## src/rtl/instr_fetch_unit.sv

```systemverilog
// Instruction fetch stage: owns the PC, issues word reads to instruction memory
// and buffers returned words with their PCs in a prefetch FIFO for decode.
//
// state | meaning
// BOOT  | out of reset, no requests yet
// RUN   | fetching, one request per cycle while FIFO space allows
// HALT  | EBREAK delivered, fetch stopped until a redirect
module instr_fetch_unit #(
  parameter logic [31:0] RESET_PC   = 32'h0000_0000,
  parameter int          FIFO_DEPTH = 4
) (
  input  logic        clk,
  input  logic        rst,
  output logic [31:0] imem_addr,
  output logic        imem_ren,
  input  logic [31:0] imem_rdata,
  input  logic        redirect_valid,
  input  logic [31:0] redirect_pc,
  output logic        fetch_valid,
  output logic [31:0] fetch_instr,
  output logic [31:0] fetch_pc,
  input  logic        fetch_ready
);

  localparam int          AW     = (FIFO_DEPTH > 1) ? $clog2(FIFO_DEPTH) : 1;
  localparam int          CW     = AW + 1;
  localparam logic [31:0] EBREAK = 32'h0010_0073;

  typedef enum logic [1:0] {BOOT, RUN, HALT} state_t;

  state_t        state_q, state_d;
  logic [31:0]   pc_q, pc_d;
  logic [31:0]   req_pc_q, req_pc_d;
  logic          inflight_q, inflight_d;
  logic [CW-1:0] count_q, count_d;
  logic [AW-1:0] rd_ptr_q, rd_ptr_d;
  logic [AW-1:0] wr_ptr_q, wr_ptr_d;

  logic [31:0]   fifo_instr_q [FIFO_DEPTH];
  logic [31:0]   fifo_pc_q    [FIFO_DEPTH];

  logic          issue;
  logic          push;
  logic          pop;
  logic [CW:0]   occupancy;
  logic          unused_redirect_lsbs;

  assign unused_redirect_lsbs = ^redirect_pc[1:0];

  always_comb begin
    // Space is reserved for the outstanding response, so a push never finds the FIFO full.
    occupancy  = {1'b0, count_q} + {{CW{1'b0}}, inflight_q};
    issue      = (state_q == RUN) && !redirect_valid && (occupancy < (CW+1)'(FIFO_DEPTH));
    push       = inflight_q && (state_q == RUN) && !redirect_valid;
    pop        = (count_q != '0) && fetch_ready;

    state_d    = state_q;
    pc_d       = pc_q;
    req_pc_d   = req_pc_q;
    inflight_d = issue;
    count_d    = count_q;
    rd_ptr_d   = rd_ptr_q;
    wr_ptr_d   = wr_ptr_q;

    if (redirect_valid) begin
      state_d    = RUN;
      pc_d       = {redirect_pc[31:2], 2'b00};
      inflight_d = 1'b0;
      count_d    = '0;
      rd_ptr_d   = '0;
      wr_ptr_d   = '0;
    end else begin
      if (issue) begin
        pc_d     = pc_q + 32'd4;
        req_pc_d = pc_q;
      end
      if (push) wr_ptr_d = wr_ptr_q + AW'(1);
      if (pop)  rd_ptr_d = rd_ptr_q + AW'(1);
      count_d = count_q + CW'(push) - CW'(pop);
      case (state_q)
        BOOT:    state_d = RUN;
        RUN:     if (push && (imem_rdata == EBREAK)) state_d = HALT;
        default: state_d = state_q;
      endcase
    end
  end

  always_ff @(posedge clk or posedge rst) begin
    if (rst) begin
      state_q    <= BOOT;
      pc_q       <= RESET_PC;
      req_pc_q   <= RESET_PC;
      inflight_q <= 1'b0;
      count_q    <= '0;
      rd_ptr_q   <= '0;
      wr_ptr_q   <= '0;
    end else begin
      state_q    <= state_d;
      pc_q       <= pc_d;
      req_pc_q   <= req_pc_d;
      inflight_q <= inflight_d;
      count_q    <= count_d;
      rd_ptr_q   <= rd_ptr_d;
      wr_ptr_q   <= wr_ptr_d;
    end
  end

  always_ff @(posedge clk) begin
    if (push) begin
      fifo_instr_q[wr_ptr_q] <= imem_rdata;
      fifo_pc_q[wr_ptr_q]    <= req_pc_q;
    end
  end

  assign imem_addr   = pc_q;
  assign imem_ren    = issue;
  assign fetch_valid = (count_q != '0);
  assign fetch_instr = fifo_instr_q[rd_ptr_q];
  assign fetch_pc    = fifo_pc_q[rd_ptr_q];

endmodule

```

## config.mk

```make
export PLATFORM = sky130hd
export DESIGN_NAME = instr_fetch_unit
export DESIGN_NICKNAME = d
export VERILOG_FILES = /design/src/rtl/instr_fetch_unit.sv
export SDC_FILE = /design/constraint.sdc
export NUM_CORES = 1
export LEC_CHECK = 0
export ABC_AREA = 1
export CORE_MARGIN = 2
export CORE_UTILIZATION = 45
export DETAILED_ROUTE_END_ITERATION = 6
export PLACE_DENSITY = 0.67
export SYNTH_ARGS = -nofsm -noshare
export SYNTH_HDL_FRONTEND = slang
export SYNTH_SLANG_ARGS = --single-unit
```

## constraint.sdc

```tcl
create_clock -name clk -period 5.85 [get_ports clk]
set_clock_uncertainty 0.2 [all_clocks]
set_input_delay 0.8775 -clock clk [delete_from_list [all_inputs] [get_ports clk]]
set_output_delay 0.8775 -clock clk [all_outputs]
set_load 0.05 [all_outputs]
```

# Yosys cells after proc, flatten, opt, wreduce, memory -nomap -nowiden
# Memory sizes are Yosys's and may differ from the RTL's.
# Index checks and enable logic that the tools add are counted.
# W data, S select, Z words.
dict set report classes {
  magnitude_cmp 1
  n_mux 13
  mul 0
  addsub 6
  eq_ne 3
  div 0
  shifts 0
  n_reduce_logical 15
  bitwise_logic 1
}
# operator n
set ops {}
lappend ops {{$mux W32} 2}
lappend ops {{$add A32 B3 Y32 const B} 1}
lappend ops {{$eq A32 B21 Y1 const B} 1}
lappend ops {{$mux W2} 6}
lappend ops {{$logic_and A1 B1 Y1} 6}
lappend ops {{$reduce_bool A2 Y1} 3}
lappend ops {{$reduce_bool A3 Y1} 2}
lappend ops {{$add A2 B1 Y2 const B} 2}
lappend ops {{$add A3 B1 Y4} 1}
lappend ops {{$lt A4 B3 Y1 const B} 1}
lappend ops {{$pmux W2 S2} 1}
lappend ops {{$reduce_and A2 Y1} 2}
lappend ops {{$add A3 B1 Y3} 1}
lappend ops {{$mux W1} 3}
lappend ops {{$mux W3} 1}
lappend ops {{$ne A3 B2 Y1 const B} 1}
lappend ops {{$sub A3 B1 Y3} 1}
lappend ops {{$eq A2 B1 Y1 const B} 1}
lappend ops {{$logic_not A2 Y1} 1}
lappend ops {{$logic_not A1 Y1} 1}
lappend ops {{$not A1 Y1} 1}
dict set report totals {
  inputBits 68
  mem_bits_rw 256
  rom_bits 0
  register_bits 74
  mem_count 2
  latch_bits 0
  word_cells 48
}
# name depth word_bits read_ports rd_clocked_by_memory_dff write_ports line_no
set memory_table {}
lappend memory_table {fifo_instr_q 4 32 1 0 1 39} ;# logic [31:0] fifo_instr_q [FIFO_DEPTH];
lappend memory_table {fifo_pc_q 4 32 1 0 1 40} ;# logic [31:0] fifo_pc_q [FIFO_DEPTH];

# Depth between registers and ports, before layout
# Gate-level depths: netlist (run 1).
dict set report depth {
  depth_word 7
  ltp_mapped 11
  ltp_nobuf 11
}

# Least setup slack after synthesis (run 1)
# No wires, ideal clock.
dict set report synth_timing {
  path_kind {input -> register}
  startpoint {input port redirect_valid}
  endpoint {memory fifo_instr_q[0][0] (enable)}
  arrival_ns 3.900
  required_ns 5.168
  stages 4
  setup_time_ns 0.482
  slack_ns 1.267
  path_cell_list {buf_6 nor2_1 inv_1 nor2_1}
}
dict set report synth_between {
  elab_chain_len 4
}
# item line_no
set synth_lines {}
lappend synth_lines {{start: declaration} 17} ;# input logic redirect_valid,
lappend synth_lines {{$logic_not A1 Y1} 54} ;# push = inflight_q && (state_q == RUN) && !redirect_valid;
lappend synth_lines {{$logic_and A1 B1 Y1} 54}
lappend synth_lines {{$mux W1} 109} ;# if (push) begin
lappend synth_lines {{$mux W1 (not written as such)} 110} ;# fifo_instr_q[wr_ptr_q] <= imem_rdata;
lappend synth_lines {{end: declaration} 39}
# Every way passes these cells.

# Final worst setup path (run 1)
dict set report layout_timing {
  startpoint {register rd_ptr_q[0]}
  endpoint {output port fetch_pc[13]}
}
dict set report layout_between {
  elab_chain_len 1
}
# item line_no
set layout_lines {}
lappend layout_lines {{start: declaration} 36} ;# logic [AW-1:0] rd_ptr_q, rd_ptr_d;
lappend layout_lines {{start signal: assignment} 103} ;# rd_ptr_q <= rd_ptr_d;
lappend layout_lines {{$mem_v2 Z4 W32} n/a}
lappend layout_lines {{end: declaration} 21} ;# output logic [31:0] fetch_pc,
# Every way passes these cells.

==> results of run 1 <==
kinds of logic (layout without fill, tap and decap cells):
kind of cell             Yosys count  in the layout  share of synthesized area
flip-flops                       318            318                      0.695
buffers and inverters            135            304                     0.0455
other                              1              4                   0.000283
AND/OR/NAND/NOR                  492            492                      0.155
adder cells (fa/ha/maj)            9              9                    0.00908
AO/OA/AOI/OAI                    235            235                     0.0949
cells in the final DEF, fill, tap and decap left out, drive strengths merged, types with 4 or more instances in the layout:
cell type,Yosys,routed
dfrtp,70,70
nand3,76,76
buf,25,13
a21oi,4,4
o21ai,168,168
clkinv,3,11
nand2,216,216
nor2,195,195
o22ai,62,62
inv,70,72
clkbuf,37,46
conb,1,4
ha,8,8
edfxtp,248,248
clkdlybuf4s50,0,159
metrics by stage:
stage	area [sq um]	std cells	utilization	total power (uW)
3_5_place_dp	15200	1687	0.526	5970
4_1_cts	16200	1746	0.562	7970
2_1_floorplan	13200	1193	-	5020
6_report	16200	1746	0.562	7900
3_3_place_gp	15200	1687	0.526	5920
5_1_grt	16200	1746	0.562	8310
layer usage:
layer	wire length, um	part of all wire
met1	13200	0.45
met5	0	0
met4	464	0.016
met3	1780	0.061
met2	14000	0.48
path summary, 6_finish.rpt:
path                            cells after the start         start                to  slack [ns]
max in group asynchronous                           3           rst       rd_ptr_q[0]        3.91
worst max register to register                      6    state_q[1]  fifo_pc_q[2][26]        2.98
worst min-delay path                                0  req_pc_q[18]  fifo_pc_q[2][18]        0.32
min in group asynchronous                           2           rst      req_pc_q[10]        0.45
worst min register to register                      0  req_pc_q[18]  fifo_pc_q[2][18]        0.32
worst max-delay path                                4   rd_ptr_q[0]      fetch_pc[13]        1.44
registers in the layout, summed over array words and instances, names as in the netlist:
name and flops:
inflight_q 1, imem_addr 30, req_pc_q 30, wr_ptr_q 2, count_q 3, fifo_instr_q 128, state_q 2, fifo_pc_q 120
rd_ptr_q 2
layout make-up:
cell class | count | share of cell area
clock buffers | 46 | 0.0572
clock inverters | 13 | 0.00610
inverters | 73 | 0.0173
multi-input cells | 740 | 0.214
flip-flops and latches | 318 | 0.568
well taps | 384 | 0.0297
repair buffers | 172 | 0.107
where the power goes:
group          switching [uW]  internal, uW  leakage, uW
Combinational            1880           815      0.00243
Clock                     827          1160     0.000498
Sequential                335          2890      0.00311
==> flow_metrics.env, run 1 <==
export IMPL_drive_above_1_share=0.0668
export IMPL_yosysMostFrequentCell="edfxtp_1"
export IMPL_grt_max_degree=91
export IMPL_rows=62
export IMPL_wl_per_cell_um=16.8
export IMPL_dp_slack_ns=1.76
export IMPL_postRouteAntennaNets=0
export IMPL_seqCellArea_sq_mm=0.00920
export IMPL_yosys_top_cells_count="edfxtp_1 (248), nand2_1 (210), nor2_1 (183), o21ai_0 (157), nand3_1 (76)"
export IMPL_wl_mm=29.4
export IMPL_crit_type="reg2out"
export IMPL_grt_pass1_vias=8676
export IMPL_yosysSeqAreaShare=0.695
export IMPL_holdCritPathClass="reg2reg"
export IMPL_clock_path_buffers=3
export IMPL_use_met3=0.0364
export IMPL_syn_area_per_cell_sq_um=11.1
export IMPL_multi_input_area_sq_mm=0.00347
export IMPL_p_leak_uw=0.00604
export IMPL_yosys_register_bits=318
export IMPL_htree_num_levels=2
export IMPL_coreArea_sq_mm=0.0289
export IMPL_grt_busiest_layer="met2"
export IMPL_io_buffers=159
export IMPL_die_area_sq_mm=0.0308
export IMPL_fin_ws_ns=1.44
export IMPL_fillers=2508
export IMPL_die_height_um=175
export IMPL_hpwl_mm=18.0
export IMPL_clockRootBuffer="clkbuf_16"
export IMPL_ys_types=30
export IMPL_die_width_um=175
export IMPL_cts_tree="done"
export IMPL_period_minus_slack_ns=4.41
export IMPL_synthCells=1190
export IMPL_fin_tns_setup_ns=0
export IMPL_numCtsBuffers=34
export IMPL_tightest_slew_ns=0.966
export IMPL_start_kind="flip-flop"
export IMPL_async_flop_share=0.220
export IMPL_status="finished clean"
export IMPL_grt_total_usage=0.192
export IMPL_dr_pass1_iters=5
export IMPL_post_route_period_util=0.755
export IMPL_cts_hold_buf=0
export IMPL_met1_usage=0.267
export IMPL_power_density_mw_per_mm2=487
export IMPL_drv_cap=0
export IMPL_yosys_warnings=0
export IMPL_synth_top_area_cell="edfxtp_1"
export IMPL_path_cells="buf_4 > o21ai_0 > o22ai_1 > clkdlybuf4s50_1"
export IMPL_synth_edf_count=248
export IMPL_n_antenna_cell=0
export IMPL_fmax_mhz=227
export IMPL_synth_area_sq_mm=0.0132
export IMPL_synth_area_leaders="edfxtp_1 (56%), dfrtp_1 (13%), nand2_1 (6.0%)"
export IMPL_required_ns=4.77
export IMPL_worstSetupEndpointType="output port"
export IMPL_gp_congestion=0.829
export IMPL_viasPerCell=5.11
export IMPL_start_util=0.459
export IMPL_post_route_drc_count=0
export IMPL_rsz0062_at_grt="false"
export IMPL_critPathMaxStageDelay_ns=0.87
export IMPL_clkLatencyLatePin_ns=0.50
export IMPL_cts_sinks=318
export IMPL_antenna_found_initial=0
export IMPL_cp_slowest_cell="clkdlybuf4s50_1"
export IMPL_holdWs_ns=0.315
export IMPL_ys_flop_type="edfxtp_1"
export IMPL_globalRouteMet2Util=0.316
export IMPL_pin_count=166
export IMPL_cts_resized=0
export IMPL_grt_pass1_wl_mm=46.5
export IMPL_drt_iter0_markers=594
export IMPL_slew_viol_final=0
export IMPL_arrival_ns=3.34
export IMPL_nNetsFinal=1416
export IMPL_path_clk_slew_ns=0.06
export IMPL_vdd_drop_max_mv=0.220
export IMPL_cpLargestDelayFamily="buffers and inverters"
export IMPL_postCtsSetupBuffers=0
export IMPL_slew_headroom=0.354
export IMPL_setup_viol=0
export IMPL_yosysTopAreaCellShare=0.563
export IMPL_vias=8915
export IMPL_syn_to_final_growth_pct=22.5
export IMPL_finalHoldViolations=0
export IMPL_worstPathMaxFanout=82
export IMPL_path_buf_inv=2
export IMPL_grt_overflow=0
Note: power is estimated with default switching activity, not from simulation.
==> run 2: changes to the inputs <==
- clock period: 5.85 -> 4.2 ns (I/O delays scaled with it)
==> run 2 against run 1 <==
Sequential power increased by 39%. Total power increased by 35%. Register-to-register slack got worse by 1.3 ns. Global-route usage decreased by 0.18 points. Non-clock buffer count increased by 7. Sequential share of layout area increased by 0.26 points. Worst setup slack got worse by 1.2 ns. Via count increased by 0.59%. Hold slack got worse by 0.045 ns. Cell area decreased by 0.45%. Largest power group unchanged.
==> flow_metrics.env, run 2 (synthesis gave the netlist of run 1 again) <==
export IMPL_io_buffers=159
export IMPL_rows=62
export IMPL_tightest_slew_ns=0.767
export IMPL_critPathMaxStageDelay_ns=0.86
export IMPL_fin_ws_ns=0.282
export IMPL_numCtsBuffers=31
export IMPL_vdd_drop_max_mv=0.369
export IMPL_finalHoldViolations=0
export IMPL_mostFrequentLayoutCells="edfxtp_1 (248), nand2_1 (209), nor2_1 (179)"
export IMPL_crit_type="reg2out"
export IMPL_grt_max_degree=71
export IMPL_fillers=2435
export IMPL_cpLargestDelayFamily="buffers and inverters"
export IMPL_slew_viol_final=0
export IMPL_path_clk_slew_ns=0.06
export IMPL_die_width_um=175
export IMPL_htree_num_levels=1
export IMPL_drv_cap=0
export IMPL_r2r_start="state_q[1]"
export IMPL_power_density_mw_per_mm2=663
export IMPL_clkLatencyLatePin_ns=0.56
export IMPL_intPower_uw=6520
export IMPL_path_buf_inv=2
export IMPL_cts_tree="done"
export IMPL_startpoint="rd_ptr_q[1]"
export IMPL_n_antenna_cell=0
export IMPL_drive_above_1_share=0.0761
export IMPL_holdWs_ns=0.271
export IMPL_postCtsSetupBuffers=0
export IMPL_holdCritPathClass="in2async"
export IMPL_fmax_mhz=255
export IMPL_combPwrFrac=0.352
export IMPL_slew_headroom=0.489
export IMPL_die_area_sq_mm=0.0308
export IMPL_postRouteAntennaNets=0
export IMPL_grt_total_usage=0.190
export IMPL_drt_iter0_markers=676
export IMPL_largest_register="fifo_instr_q"
export IMPL_syn_to_final_growth_pct=21.9
export IMPL_pin_count=166
export IMPL_vias=8968
export IMPL_clockRootBuffer="clkbuf_16"
export IMPL_start_util=0.459
export IMPL_worstSetupEndpointType="output port"
export IMPL_p_sw_frac=0.390
export IMPL_cts_resized=0
export IMPL_rsz0062_at_grt="false"
export IMPL_power_frac_seq=0.420
export IMPL_wl_per_cell_um=16.7
export IMPL_coreArea_sq_mm=0.0289
export IMPL_start_kind="flip-flop"
export IMPL_hpwl_mm=18.4
export IMPL_grt_pass1_vias=8625
export IMPL_clock_path_buffers=3
export IMPL_final_common_cell="edfxtp_1"
export IMPL_dpl_instance_area_sq_mm=0.0153
export IMPL_antenna_found_initial=0
export IMPL_grt_overflow=0
export IMPL_wl_mm=29.1
export IMPL_arrival_ns=3.09
export IMPL_dp_slack_ns=0.837
export IMPL_p_clk_frac=0.229
export IMPL_status="finished clean"
export IMPL_cts_hold_buf=0
export IMPL_viasPerCell=5.12
export IMPL_worstPathMaxFanout=38
export IMPL_setup_viol=0
export IMPL_grt_pass1_wl_mm=46.3
export IMPL_post_route_drc_count=0
export IMPL_cp_slowest_cell="dfrtp_2"
export IMPL_period_minus_slack_ns=3.92
export IMPL_cts_sinks=318
export IMPL_dr_pass1_iters=5
export IMPL_path_cells="buf_4 > o21ai_0 > o22ai_1 > clkdlybuf4s50_1"
export IMPL_required_ns=3.37
export IMPL_p_sw_uw=4180
export IMPL_reg_top3="fifo_instr_q x128, fifo_pc_q x120"
export IMPL_p_leak_uw=0.00604
export IMPL_largest_register_ffs=128
export IMPL_gp_congestion=0.826
export IMPL_post_route_period_util=0.933
export IMPL_nNetsFinal=1420
export IMPL_die_height_um=175
export IMPL_design_area_sq_mm=0.0161
run 2: cell count changes in the layout (fill, tap and decap cells not counted), sizes merged:
cell	before	now
clkinvlp	2	1
bufinv	1	0
buf	13	37
inv	72	71
clkdlybuf4s50	159	142
run 2: final timing paths:
path,endpoint,slack [ns],cells past startpoint
setup / recovery,fetch_instr[17],0.28,4
hold / removal,imem_addr[14],0.27,2
min in group clk,fifo_pc_q[0][18],0.32,0
hold reg to reg,fifo_pc_q[0][18],0.32,0
max in group asynchronous,rd_ptr_q[1],2.86,3
setup reg to reg,count_q[2],1.64,11
run 2: power groups by stage:
stage	clock (uW)	sequential, uW	combinational [uW]
after floorplan	0	4670	2330
after global placement	0	4530	3760
after detailed placement	0	4540	3800
after CTS	2490	4490	3810
after global routing	2630	4570	4080
final	2450	4490	3760
run 2: stage by stage:
stage	std cells	setup TNS, ns	power, uW	util
after CTS	1750	0	10800	0.559
after detailed placement	1694	0	8350	0.528
after floorplan	1193	-33.51	7000	-
after global placement	1694	0	8280	0.528
final	1750	0	10700	0.559
after global routing	1750	0	11300	0.559
run 2: layout make-up:
cell class              instances  area, sq um  area share
clock buffers                  46          832      0.0516
well taps                     384          480      0.0298
inverters                      73          280      0.0174
flip-flops and latches        318         9200       0.571
repair buffers                179         1810       0.112
multi-input cells             740         3470       0.215
clock inverters                10         48.8     0.00302
run 2: worst register-to-register path, cell delays in order, from the launching register on:
cell and delay (ns):
dfrtp_1 0.37, inv_1 0.07, nand3_1 0.09, nor2_1 0.26, inv_1 0.27, ha_1 0.34, inv_1 0.06, ha_1 0.13
inv_1 0.04, fa_1 0.37, o21ai_0 0.17, a21oi_1 0.06
run 2: per-layer routing:
layer / vias to the layer above / wire length [um] / global-route usage / share of wire
met4: 0 / 486 / 0.0393 / 0.017
met3: 45 / 1850 / 0.0329 / 0.063
met1: 4223 / 13200 / 0.265 / 0.45
met5: - / 0 / 0 / 0
met2: 266 / 13600 / 0.316 / 0.47
li1: 4434 / - / - / -
